File: src/rtl/output_buffer_pkg.sv
// rtl/output_buffer_pkg.sv - shared SNN geometry, core state encodings and output buffer widths
package output_buffer_pkg;

    localparam int N_SZ      = 5;
    localparam int G_SZ      = 2;
    localparam int N_NUM     = 1 << N_SZ;
    localparam int G_NUM     = 1 << G_SZ;
    localparam int ADDR_W    = N_SZ + G_SZ;
    localparam int DATA_W    = 32;
    localparam int OUT_W     = 16;
    localparam int MAX_WORDS = 1 << ADDR_W;

    // Core sequencing states, shared with the input buffer so start can be gated on CORE_DONE.
    typedef enum logic [1:0] {
        CORE_IDLE,
        CORE_LOAD,
        CORE_RUN,
        CORE_DONE
    } core_state_t;

endpackage

File: src/rtl/output_buffer_halfword_serializer.sv
// rtl/output_buffer_halfword_serializer.sv - presents a loaded word as low then high halfword under valid/ready
module output_buffer_halfword_serializer
    import output_buffer_pkg::*;
(
    input  logic              clk,
    input  logic              rst,
    input  logic              load,
    input  logic [DATA_W-1:0] din,
    output logic [OUT_W-1:0]  hw_out,
    output logic              valid,
    input  logic              ready,
    output logic              word_done
);

    // The low half goes straight to hw_out on load, so only the high half needs holding.
    logic [DATA_W-OUT_W-1:0] hi_data;
    logic                    hi_phase;

    always_ff @(posedge clk) begin
        if (rst) begin
            hi_data  <= '0;
            hi_phase <= 1'b0;
            valid    <= 1'b0;
            hw_out   <= '0;
        end else if (load) begin
            hi_data  <= din[DATA_W-1:OUT_W];
            hw_out   <= din[OUT_W-1:0];
            valid    <= 1'b1;
            hi_phase <= 1'b0;
        end else if (valid && ready) begin
            if (!hi_phase) begin
                hw_out   <= hi_data;
                hi_phase <= 1'b1;
            end else begin
                valid    <= 1'b0;
                hi_phase <= 1'b0;
            end
        end
    end

    assign word_done = valid && ready && hi_phase;

endmodule

File: src/rtl/output_buffer.sv
// rtl/output_buffer.sv - reads result words from neuron SRAM and streams them out as halfwords
module output_buffer
    import output_buffer_pkg::*;
(
    input  logic              clk,
    input  logic              rst,
    input  logic              start,
    input  logic [ADDR_W:0]   num_words,
    output logic              rd_en,
    output logic [ADDR_W-1:0] output_addr,
    input  logic [DATA_W-1:0] DOUT,
    output logic [OUT_W-1:0]  ext_out,
    output logic              ext_valid,
    input  logic              ext_ready,
    output logic              busy,
    output logic              done
);

    typedef enum logic [2:0] {
        IDLE,
        REQ,
        WAIT,
        SEND_LO,
        SEND_HI,
        FINISH
    } ob_state_t;

    ob_state_t         state;
    logic [ADDR_W-1:0] last_addr;
    logic              word_done;
    logic              load;

    // SRAM data is valid during WAIT, so the serializer captures it on the edge leaving WAIT.
    assign load = (state == WAIT);

    always_ff @(posedge clk) begin
        if (rst) begin
            state       <= IDLE;
            output_addr <= '0;
            last_addr   <= '0;
            rd_en       <= 1'b0;
            busy        <= 1'b0;
            done        <= 1'b0;
        end else begin
            rd_en <= 1'b0;
            done  <= 1'b0;
            case (state)
                IDLE: begin
                    if (start) begin
                        busy <= 1'b1;
                        if (num_words == '0) begin
                            done  <= 1'b1;
                            state <= FINISH;
                        end else begin
                            // Counts of 128 and above all end at the top address.
                            last_addr   <= num_words[ADDR_W] ? {ADDR_W{1'b1}}
                                                             : num_words[ADDR_W-1:0] - ADDR_W'(1);
                            output_addr <= '0;
                            rd_en       <= 1'b1;
                            state       <= REQ;
                        end
                    end
                end
                REQ:     state <= WAIT;
                WAIT:    state <= SEND_LO;
                SEND_LO: if (ext_ready) state <= SEND_HI;
                SEND_HI: begin
                    if (word_done) begin
                        if (output_addr == last_addr) begin
                            done  <= 1'b1;
                            state <= FINISH;
                        end else begin
                            output_addr <= output_addr + ADDR_W'(1);
                            rd_en       <= 1'b1;
                            state       <= REQ;
                        end
                    end
                end
                FINISH: begin
                    busy  <= 1'b0;
                    state <= IDLE;
                end
                default: state <= IDLE;
            endcase
        end
    end

    output_buffer_halfword_serializer u_ser (
        .clk       (clk),
        .rst       (rst),
        .load      (load),
        .din       (DOUT),
        .hw_out    (ext_out),
        .valid     (ext_valid),
        .ready     (ext_ready),
        .word_done (word_done)
    );

endmodule

File: config.mk
export PLATFORM = sky130hd
export DESIGN_NAME = output_buffer
export DESIGN_NICKNAME = d
export VERILOG_FILES = /design/src/rtl/output_buffer_pkg.sv /design/src/rtl/output_buffer_halfword_serializer.sv /design/src/rtl/output_buffer.sv
export SDC_FILE = /design/constraint.sdc
export NUM_CORES = 1
export LEC_CHECK = 0
export CAP_MARGIN = 0
export CORE_MARGIN = 3
export CORE_UTILIZATION = 45
export CTS_BUF_LIST = sky130_fd_sc_hd__clkbuf_16
export CTS_CLUSTER_SIZE = 25
export DETAILED_ROUTE_END_ITERATION = 10
export GPL_TIMING_DRIVEN = 0
export PLACE_DENSITY = 0.77
export SLEW_MARGIN = 20
export SYNTH_ARGS = -nofsm -noshare
export SYNTH_HDL_FRONTEND = slang
export SYNTH_SLANG_ARGS = --single-unit
export TNS_END_PERCENT = 30
File: constraint.sdc
create_clock -name clk -period 2.2 [get_ports clk]
set_input_delay 0.55 -clock clk [delete_from_list [all_inputs] [get_ports clk]]
set_output_delay 0.55 -clock clk [all_outputs]
set_load 0.05 [all_outputs]
==> results of run 1 <==
[Yosys cell counts, types with 2 or more instances]
library cell	count
nor3_1	5
a21oi_1	21
or4_1	4
o211ai_1	5
nand4_1	2
dfxtp_1	54
nand3_1	14
buf_6	2
ha_1	3
o21ai_1	2
nand2b_1	3
xnor2_1	9
xor2_1	4
or3_1	3
a311oi_1	23
buf_2	2
and2_1	2
nor4_1	2
nand2_1	55
inv_1	7
nor2_1	33
clkbuf_1	14
[path summary, 6_finish.rpt]
kind                                       from                       endpoint  depth (start not counted)
setup / recovery    output_addr[3]$_SDFFE_PP0P_                 output_addr[3]                          1
hold / removal    u_ser.hi_data[0]$_SDFFE_PP0P_  u_ser.hi_data[0]$_SDFFE_PP0P_                          2
hold reg to reg   u_ser.hi_data[0]$_SDFFE_PP0P_  u_ser.hi_data[0]$_SDFFE_PP0P_                          2
setup reg to reg          state[2]$_SDFFE_PP0P_   u_ser.hw_out[8]$_SDFFE_PP0P_                          6
[repair_timing]
action | in CTS | in global routing
endpoints found under the setup margin | 13 | 11
gates cloned | 0 | 0
gates resized for setup | 3 | 4
pin swaps | 1 | 0
[metal layers]
metal | global-route usage (%) | share of wire (%) | up-vias
met2 | 33.73 | 49 | 84
met5 | 0 | 0 | -
met1 | 26.83 | 43 | 1031
li1 | - | - | 1150
met4 | 6.294 | 1.9 | 0
met3 | 4.243 | 5.8 | 9
[registers in the layout (all words and copies together) (netlist names)]
| signal | count |
|---|---|
| u_ser.valid | 1 |
| busy | 1 |
| output_addr | 7 |
| u_ser.hi_data | 16 |
| u_ser.hi_phase | 1 |
| last_addr | 7 |
| done | 1 |
| u_ser.hw_out | 16 |
| state | 3 |
| rd_en | 1 |
[final cells by class]
type | count | share of cell area, %
timing repair buffer | 69 | 21.07
multi-input combinational | 202 | 35.24
sequential | 54 | 32.74
inverter | 7 | 0.7958
clock buffer | 5 | 3.789
tap | 67 | 2.539
buffer | 18 | 2.653
clock inverter | 2 | 1.175
[power by group through the flow]
stage	Combinational, mW	Clock, mW	Sequential, mW
5_1_grt	0.750	0.926	1.13
3_5_place_dp	0.693	0	1.14
6_report	0.697	0.870	1.12
3_3_place_gp	0.685	0	1.14
2_1_floorplan	0.273	0	1.30
4_1_cts	0.697	0.885	1.12
[kinds of logic (layout without fill, tap and decap cells)]
kind of cell	after synthesis	count (layout)	synth area share (%)
compound gates	58	58	18.20
xor+xnor	13	13	4.856
fa+ha+maj	3	3	1.601
buf+inv	25	101	4.749
flops	54	54	46.10
simple gates	128	128	24.49
[layout by cell type (no fill, tap or decap), types with 4 or more instances in the layout]
master and count:
dfxtp_1 54, nand3_1 14, a21oi_1 21, o211ai_1 5
a311oi_1 23, xnor2_1 9, nor2_1 33, inv_1 7
nand2_1 55, clkbuf_1 12, nor3_1 4, clkdlybuf4s50_1 67
xor2_1 4, clkbuf_16 5, or4_1 4
[per-stage QoR]
stage	setup TNS, ns	utilization [%]	setup WS (ns)	hold slack [ns]	power [mW]
6_report	0	67.67	0.04703	0.4666	2.688
5_1_grt	-0.2167	67.67	-0.06468	0.4820	2.808
4_1_cts	0	67.54	0.03667	0.4672	2.704
3_5_place_dp	-7.121	63.92	-0.4196	0.4590	1.834
3_3_place_gp	-6.486	63.92	-0.3951	0.4481	1.823
2_1_floorplan	0	-	0.2128	0.4398	1.578
==> reports/metrics.csv, run 1 <==
stage,metric,value,unit
status,status,completed,
yosys,synth.net_count,328,
clocking,holdBufCountCts,0,
finish,finalNetCount,404,
critical_path,startpoint_type,register,
critical_path,reg2reg_slack,0.29,ns
yosys,synthCells,281,
worst_hold_path,holdCritPathClass,register to register,
yosys,syn_area,0.002345,sq mm
place,placed_cells,417,
critical_path,arrival,1.60,ns
critical_path,cp_max_fo,6,
sta,maxSlewViolCount,0,
global_routing,grt_pass1_wl,9956,um
place,dpl.hpwl,4482,um
detailed_routing,ant_nets,0,
critical_path,crit_buf_inv,1,
finish,final.fill_count,439,
power_and_ir_drop,leakage,1.152,nW
yosys,synth_area_leaders,"dfxtp_1 46%, nand2_1 8.8%, a311oi_1 8.6%",
clocking,htree_levels,2,
finish,diodes,0,
global_routing,grt_max_degree,17,
power_and_ir_drop,p_int,1.874,mW
global_routing,overflow,0,
floorplan,initial_core_util,48.05,%
detailed_routing,vias,2274,
finish,syn2layout_area_growth,40.82,%
clocking,cts_buffers,5,
floorplan,die_h,78.19,um
power_and_ir_drop,power_per_cell_area,814.1,mW/mm^2
yosys,synth_top_area_share,46.10,%
place,place_area,0.003119,sq mm
yosys,synthArstFlopShare,0,%
power_and_ir_drop,vdd_drop_max,528.6,uV
clocking,clk_pin_slew,0.07,ns
yosys,ys_ff_latch,54,
critical_path,critPathMaxStageDelay,0.86,ns
finish,seqCellArea,0.001081,sq mm
sta,finalHoldViolations,0,
yosys,synth_cell_types,34,
clocking,cts_num_sinks,54,
sta,worst_pin_slew,0.5490,ns
yosys,synth.avg_cell_area,8.344,sq um
detailed_routing,wirelength,6162,um
detailed_routing,dr.pass1.iters,4,
sta,relSlewSlack,63.40,%
critical_path,worst_path_max_delay_cell,clkdlybuf4s50_1,
sta,finClkSkew,0.005637,ns
finish,multi_input_area,0.001164,sq mm
clocking,clk_path_buf_depth,2,
power_and_ir_drop,combPwrFrac,25.9,%
yosys,yosysSeqAreaShare,46.10,%
floorplan,pin_count,71,
power_and_ir_drop,p_sw,0.8140,mW
global_routing,grt_use_total,20.43,%
detailed_routing,via_per_inst,5.363,
detailed_routing,drtIter0Drc,253,
clocking,cts_tree,done,
sta,finalCritPeriodShare,97.86,%
global_routing,grt_pass1_vias,2111,
clocking,cts_root_buffer,clkbuf_16,
critical_path,critPathTopFamily,buffers and inverters,
floorplan,die-area,0.006113,sq mm
power_and_ir_drop,switching_share,30.28,%
sta,max_clock_freq,0.4645,GHz
finish,instances_no_fill,424,
power_and_ir_drop,power_frac_seq,41.7,%
yosys,yosysWarnings,0,
yosys,synth_flop_cell,dfxtp_1,
finish,stdcell_area,0.003302,sq mm
power_and_ir_drop,pwr-share-clk,32.4,%
sta,finalCriticalPeriod,2.153,ns
critical_path,crit_path_end_kind,output port,
critical_path,path_cells,clkdlybuf4s50_1,
detailed_routing,drc,0,
floorplan,chipWidth,78.19,um
sta,rsz0062_at_grt,true,
floorplan,placeableCoreArea,0.004880,sq mm
critical_path,crit_required,1.65,ns
floorplan,rows,25,
detailed_routing,routedWlPerCell,14.53,um
yosys,synth_top_area_cell,dfxtp_1,
clocking,insertion_delay,0.29,ns
global_routing,antenna_found_initial,0,
sta,finalSetupViolCount,0,
yosys,synth_edf_count,0,
flow_run,maxCapViolCount,0,
place,port_buffers,69,
finish,drive_gt1_share,4.762,%
clocking,postCtsSetupBuffers,0,
place,place_congestion,0.8111,
critical_path,crit_type,register to output port,
Note: power is estimated with default switching activity, not from simulation.
==> run 2, diff against run 1 <==
- RECOVER_POWER: default -> 50
==> reports/metrics.csv, run 2 (synthesis results as in run 1) <==
stage,metric,value,unit,change
power_and_ir_drop,switching_share,30.25,%,-0.034 points
worst_hold_path,hold_depth,2,,unchanged
finish,diodes,0,,unchanged
flow_run,maxCapViolCount,0,,unchanged
sta,rsz0062_at_grt,true,,
clocking,cts_tree,done,,
power_and_ir_drop,combPwrFrac,25.7,%,-0.2 points
detailed_routing,drtIter0Drc,257,,+1.6%
power_and_ir_drop,p_sw,0.8082,mW,-0.71%
worst_hold_path,worstHoldEndpoint,u_ser.hi_data[0]$_SDFFE_PP0P_,,
finish,final_cell_mix,"56 x clkdlybuf4s50_1, 55 x nand2_1, 54 x dfxtp_1, 33 x nor2_1, 23 x a311oi_1",,
critical_path,arrival,2.34,ns,+0.74 ns
clocking,cts_root_buffer,clkbuf_16,,
sta,finClkSkew,0.006010,ns,+0.0003733 ns
critical_path,crit-reg2reg-capture,u_ser.hw_out[8]$_SDFFE_PP0P_,,
global_routing,grt_use_total,20.43,%,unchanged
place,port_buffers,69,,unchanged
detailed_routing,wirelength,6133,um,-0.47%
finish,largestRegisters,"u_ser.hi_data x16, u_ser.hw_out x16",,
clocking,cts_num_sinks,54,,unchanged
power_and_ir_drop,pwr-share-clk,32.4,%,about the same
finish,drive_gt1_share,4.762,%,unchanged
sta,maxSlewViolCount,0,,unchanged
detailed_routing,dr.pass1.iters,4,,unchanged
finish,finalNetCount,404,,unchanged
detailed_routing,vias,2280,,+0.26%
global_routing,grt_pass1_wl,9956,um,unchanged
power_and_ir_drop,leakage,1.150,nW,-0.20%
place,dpl.hpwl,4482,um,unchanged
critical_path,reg2reg_slack,0.27,ns,-0.02 ns
critical_path,crit_required,2.38,ns,+0.73 ns
floorplan,die-area,0.006113,sq mm,unchanged
power_and_ir_drop,power_frac_seq,41.9,%,+0.2 points
finish,syn2layout_area_growth,40.07,%,
floorplan,placeableCoreArea,0.004880,sq mm,unchanged
global_routing,antenna_found_initial,0,,unchanged
clocking,cts_buffers,5,,unchanged
place,place_congestion,0.8111,,unchanged
sta,finalSetupViolCount,0,,unchanged
finish,final_common_cell,clkdlybuf4s50_1,,
floorplan,chipWidth,78.19,um,unchanged
finish,final.fill_count,442,,+0.68%
detailed_routing,ant_nets,0,,unchanged
clocking,clk_path_buf_depth,2,,unchanged
sta,finalHoldViolations,0,,unchanged
critical_path,crit_path_end_kind,register,,
detailed_routing,via_per_inst,5.377,,+0.26%
floorplan,pin_count,71,,unchanged
clocking,insertion_delay,0.29,ns,about the same
power_and_ir_drop,p_int,1.864,mW,-0.55%
detailed_routing,drc,0,,unchanged
critical_path,crit_type,input port to register,,
sta,relSlewSlack,60.36,%,-3.0 points
power_and_ir_drop,vdd_drop_max,527.9,uV,-0.12%
floorplan,initial_core_util,48.05,%,unchanged
critical_path,worstRegToRegCells,6,,unchanged
power_and_ir_drop,power_per_cell_area,813.5,mW/mm^2,about the same
detailed_routing,routedWlPerCell,14.46,um,-0.47%
critical_path,startpoint_type,input port,,
sta,finalCritPeriodShare,98.03,%,+0.16 points
status,status,completed,,
worst_hold_path,holdCritPathClass,register to register,,
sta,whs,0.4670,ns,+0.0004470 ns
floorplan,rows,25,,unchanged
finish,fin_util,67.31,%,-0.36 points
power_and_ir_drop,total_power,2.672,mW,-0.60%
worst_hold_path,worstHoldStart,u_ser.hi_data[0]$_SDFFE_PP0P_,,
clocking,postCtsSetupBuffers,0,,unchanged
critical_path,cp_max_fo,10,,+4
clocking,clk_pin_slew,0.07,ns,about the same
critical_path,r2r_start,state[2]$_SDFFE_PP0P_,,
floorplan,die_h,78.19,um,unchanged
sta,max_clock_freq,0.4637,GHz,-0.17%
global_routing,grt_pass1_vias,2111,,unchanged
global_routing,grt_max_degree,17,,unchanged
sta,finalCriticalPeriod,2.157,ns,+0.003623 ns
global_routing,overflow,0,,unchanged
clocking,htree_levels,2,,unchanged
sta,worst_pin_slew,0.5972,ns,+0.04819 ns
## run 2: cell types whose count changed in the layout (fill, tap and decap cells not counted)
cell,delta
clkdlybuf4s50_1,-11
o21ai_0,+1
dlymetal6s2s_1,-2
and2_1,-1
and2_0,+1
o21ai_1,-1
dlygate4sd3_1,+11
clkbuf_1,+2
## run 2: per-stage QoR
stage          std cells  cell area, sq um  setup slack, ns  TNS [ns]
2_1_floorplan        281              2345           0.2128         0
3_3_place_gp         417              3119          -0.3951    -6.486
3_5_place_dp         417              3119          -0.4196    -7.121
4_1_cts              424              3296          0.03667         0
5_1_grt              424              3284         -0.06468   -0.2167
6_report             424              3284          0.04341         0
## run 2: repair_timing
action	4_1_cts	5_1_grt
pin swaps	1	0
hold buffers	0	0
cloned	0	0
endpoints found under the setup margin	13	11
gates resized for setup	3	4
## run 2: how the worst max path moves through the flow
stage	cells past startpoint	slack, ns	endpoint	startpoint
2_1_floorplan	6	0.21	output_addr[3]$_SDFFE_PP0P_	u_ser.valid$_SDFFE_PP0P_
3_3_place_gp	6	-0.40	output_addr[3]$_SDFFE_PP0P_	num_words[3]
3_5_place_dp	6	-0.42	output_addr[5]$_SDFFE_PP0P_	num_words[3]
4_1_cts	1	0.04	output_addr[2]	output_addr[2]$_SDFFE_PP0P_
5_1_grt	6	-0.06	last_addr[4]$_SDFFE_PP0P_	start
6_report	6	0.04	last_addr[4]$_SDFFE_PP0P_	start
## run 2: layer usage
| layer | part of all wire (%) | global-route usage, % | wire length [um] | up-vias |
|---|---|---|---|---|
| met2 | 49 | 33.73 | 2999 | 81 |
| met3 | 6.1 | 4.243 | 374 | 11 |
| li1 | - | - | - | 1149 |
| met4 | 2.0 | 6.294 | 125 | 0 |
| met1 | 43 | 26.83 | 2633 | 1039 |
| met5 | 0 | 0 | 0 | - |
## run 2: power groups by stage
stage                     sequential [mW]  combinational [mW]  clock, mW
final                                1.12               0.686      0.866
after global routing                 1.13               0.740      0.926
after CTS                            1.12               0.697      0.885
after detailed placement             1.14               0.693          0
after global placement               1.14               0.685          0
after floorplan                      1.30               0.273          0
## run 2: layout make-up
class	instances	area, sq um	area share [%]
timing repair buffer	69	678.2	20.65
sequential	54	1081	32.91
tap	67	83.83	2.552
inverter	7	26.28	0.8000
clock buffer	5	125.1	3.810
buffer	18	87.58	2.667
multi-input combinational	202	1164	35.43
clock inverter	2	38.79	1.181
## run 2: worst max-delay path, cell delays in order
cell	delay (ns)
clkdlybuf4s50_1	0.50
or3b_4	0.42
a311oi_4	0.37
buf_6	0.20
nor2_1	0.04
a311oi_1	0.26
==> run 3, diff against run 2 <==
- SKIP_CTS_REPAIR_TIMING: default -> 1
==> reports/metrics.csv, run 3 (synthesis results as in run 1) <==
stage,metric,value,unit,change
power_and_ir_drop,total_power,2.687,mW,+0.55%
critical_path,critPathTopFamily,buffers and inverters,,
detailed_routing,drtIter0Drc,230,,-11%
sta,finalHoldViolations,0,,unchanged
finish,final.fill_count,431,,-2.5%
detailed_routing,drc,0,,unchanged
detailed_routing,dr.max_layer_used,met4,,
finish,finalNetCount,405,,+0.25%
place,dpl.hpwl,4482,um,unchanged
critical_path,cp_max_fo,6,,-4
sta,finalSetupViolCount,0,,unchanged
global_routing,overflow,0,,unchanged
critical_path,crit_path_end_kind,output port,,
finish,final_cell_mix,"62 x clkdlybuf4s50_1, 55 x nand2_1, 54 x dfxtp_1, 33 x nor2_1, 22 x a311oi_1",,
floorplan,chipWidth,78.19,um,unchanged
sta,maxSlewViolCount,0,,unchanged
floorplan,initial_core_util,48.05,%,unchanged
status,status,completed,,
worst_hold_path,holdCritPathClass,register to register,,
global_routing,grt_max_degree,17,,unchanged
global_routing,grt_pass1_wl,9873,um,-0.83%
sta,rsz0062_at_grt,true,,
flow_run,maxCapViolCount,0,,unchanged
worst_hold_path,hold_depth,2,,unchanged
critical_path,crit_type,register to output port,,
clocking,htree_levels,2,,unchanged
clocking,insertion_delay,0.29,ns,about the same
global_routing,antenna_found_initial,0,,unchanged
sta,finalCritPeriodShare,97.48,%,-0.55 points
critical_path,crit_required,1.65,ns,-0.73 ns
clocking,cts_buffers,5,,unchanged
place,port_buffers,69,,unchanged
sta,relSlewSlack,60.37,%,about the same
detailed_routing,ant_nets,0,,unchanged
detailed_routing,routedWlPerCell,14.52,um,+0.35%
global_routing,grt_use_total,20.31,%,-0.12 points
critical_path,startpoint_type,register,,
finish,largestRegisters,"u_ser.hi_data x16, u_ser.hw_out x16",,
detailed_routing,wl_met1,2648,um,+0.57%
finish,diodes,0,,unchanged
worst_hold_path,worstHoldStart,u_ser.hi_data[12]$_SDFFE_PP0P_,,
finish,final_common_cell,clkdlybuf4s50_1,,
floorplan,die_h,78.19,um,unchanged
critical_path,worst_path_max_delay_cell,clkdlybuf4s50_1,,
finish,drive_gt1_share,5.028,%,+0.27 points
clocking,cts_num_sinks,54,,unchanged
power_and_ir_drop,power_per_cell_area,810.6,mW/mm^2,-0.36%
critical_path,arrival,1.59,ns,-0.75 ns
critical_path,worstRegToRegCells,7,,+1
global_routing,grt_pass1_vias,2099,,-0.57%
critical_path,r2r_start,state[2]$_SDFFE_PP0P_,,
sta,worst_pin_slew,0.5971,ns,-0.0001280 ns
detailed_routing,wirelength,6169,um,+0.59%
power_and_ir_drop,leakage,1.151,nW,about the same
clocking,clk_pin_slew,0.07,ns,about the same
place,dp_slack,-0.4196,ns,unchanged
clocking,cts_tree,done,,
detailed_routing,dr.pass1.iters,4,,unchanged
critical_path,critPathMaxStageDelay,0.85,ns,+0.35 ns
sta,finalCriticalPeriod,2.145,ns,-0.01205 ns
sta,setup_tns,0,ns,unchanged
clocking,cts_root_buffer,clkbuf_16,,
sta,finClkSkew,0.006922,ns,+0.0009122 ns
power_and_ir_drop,vdd_drop_max,536.5,uV,+1.6%
detailed_routing,via_per_inst,5.346,,-0.59%
sta,setup_ws,0.05546,ns,+0.01205 ns
floorplan,die-area,0.006113,sq mm,unchanged
floorplan,rows,25,,unchanged
sta,max_clock_freq,0.4663,GHz,+0.56%
floorplan,pin_count,71,,unchanged
critical_path,path_cells,clkdlybuf4s50_1,,
critical_path,crit-reg2reg-capture,u_ser.hw_out[13]$_SDFFE_PP0P_,,
detailed_routing,route.met3.wl,330,um,-12%
clocking,clk_path_buf_depth,2,,unchanged
finish,syn2layout_area_growth,41.36,%,
worst_hold_path,worstHoldEndpoint,u_ser.hi_data[12]$_SDFFE_PP0P_,,
floorplan,placeableCoreArea,0.004880,sq mm,unchanged
detailed_routing,vias,2272,,-0.35%
place,place_congestion,0.8111,,unchanged
critical_path,crit_buf_inv,1,,-1
critical_path,reg2reg_slack,0.20,ns,-0.07 ns
detailed_routing,met2_length,3087,um,+2.9%
## run 3: routing by layer
layer,global-route usage [%],up-vias
li1,-,1153
met1,26.69,1037
met2,33.13,74
met3,4.243,8
met4,6.993,0
met5,0,-
## run 3: cell type report
type / instances / area, sq um / area share, %
tap: 67 / 83.83 / 2.529
clock buffer: 5 / 125.1 / 3.775
timing repair buffer: 70 / 694.4 / 20.95
inverter: 7 / 26.28 / 0.7928
sequential: 54 / 1081 / 32.62
buffer: 18 / 86.33 / 2.605
clock inverter: 2 / 38.79 / 1.170
multi-input combinational: 202 / 1179 / 35.56
## run 3: worst max path at each step
| stage | cells after the start | endpoint | from | slack, ns |
|---|---|---|---|---|
| floorplan | 6 | output_addr[3]$_SDFFE_PP0P_ | u_ser.valid$_SDFFE_PP0P_ | 0.21 |
| finish | 1 | output_addr[0] | output_addr[0]$_SDFFE_PP0P_ | 0.06 |
| CTS | 6 | output_addr[4]$_SDFFE_PP0P_ | num_words[3] | -0.13 |
| detailed placement | 6 | output_addr[5]$_SDFFE_PP0P_ | num_words[3] | -0.42 |
| global placement | 6 | output_addr[3]$_SDFFE_PP0P_ | num_words[3] | -0.40 |
| global route | 7 | u_ser.hw_out[15]$_SDFFE_PP0P_ | state[2]$_SDFFE_PP0P_ | -0.02 |
## run 3: metrics by stage
| step | cell area [sq um] | util, % | hold slack [ns] | cells |
|---|---|---|---|---|
| after detailed placement | 3119 | 63.92 | 0.4590 | 417 |
| after global placement | 3119 | 63.92 | 0.4481 | 417 |
| after global routing | 3314 | 67.92 | 0.4820 | 425 |
| after floorplan | 2345 | - | 0.4398 | 281 |
| after CTS | 3283 | 67.28 | 0.4672 | 424 |
| final | 3314 | 67.92 | 0.4667 | 425 |
## run 3: where the power goes
part           switching, mW  total (mW)  internal [mW]
sequential            0.0517        1.12           1.07
combinational          0.427       0.700          0.272
clock                  0.333       0.866          0.532
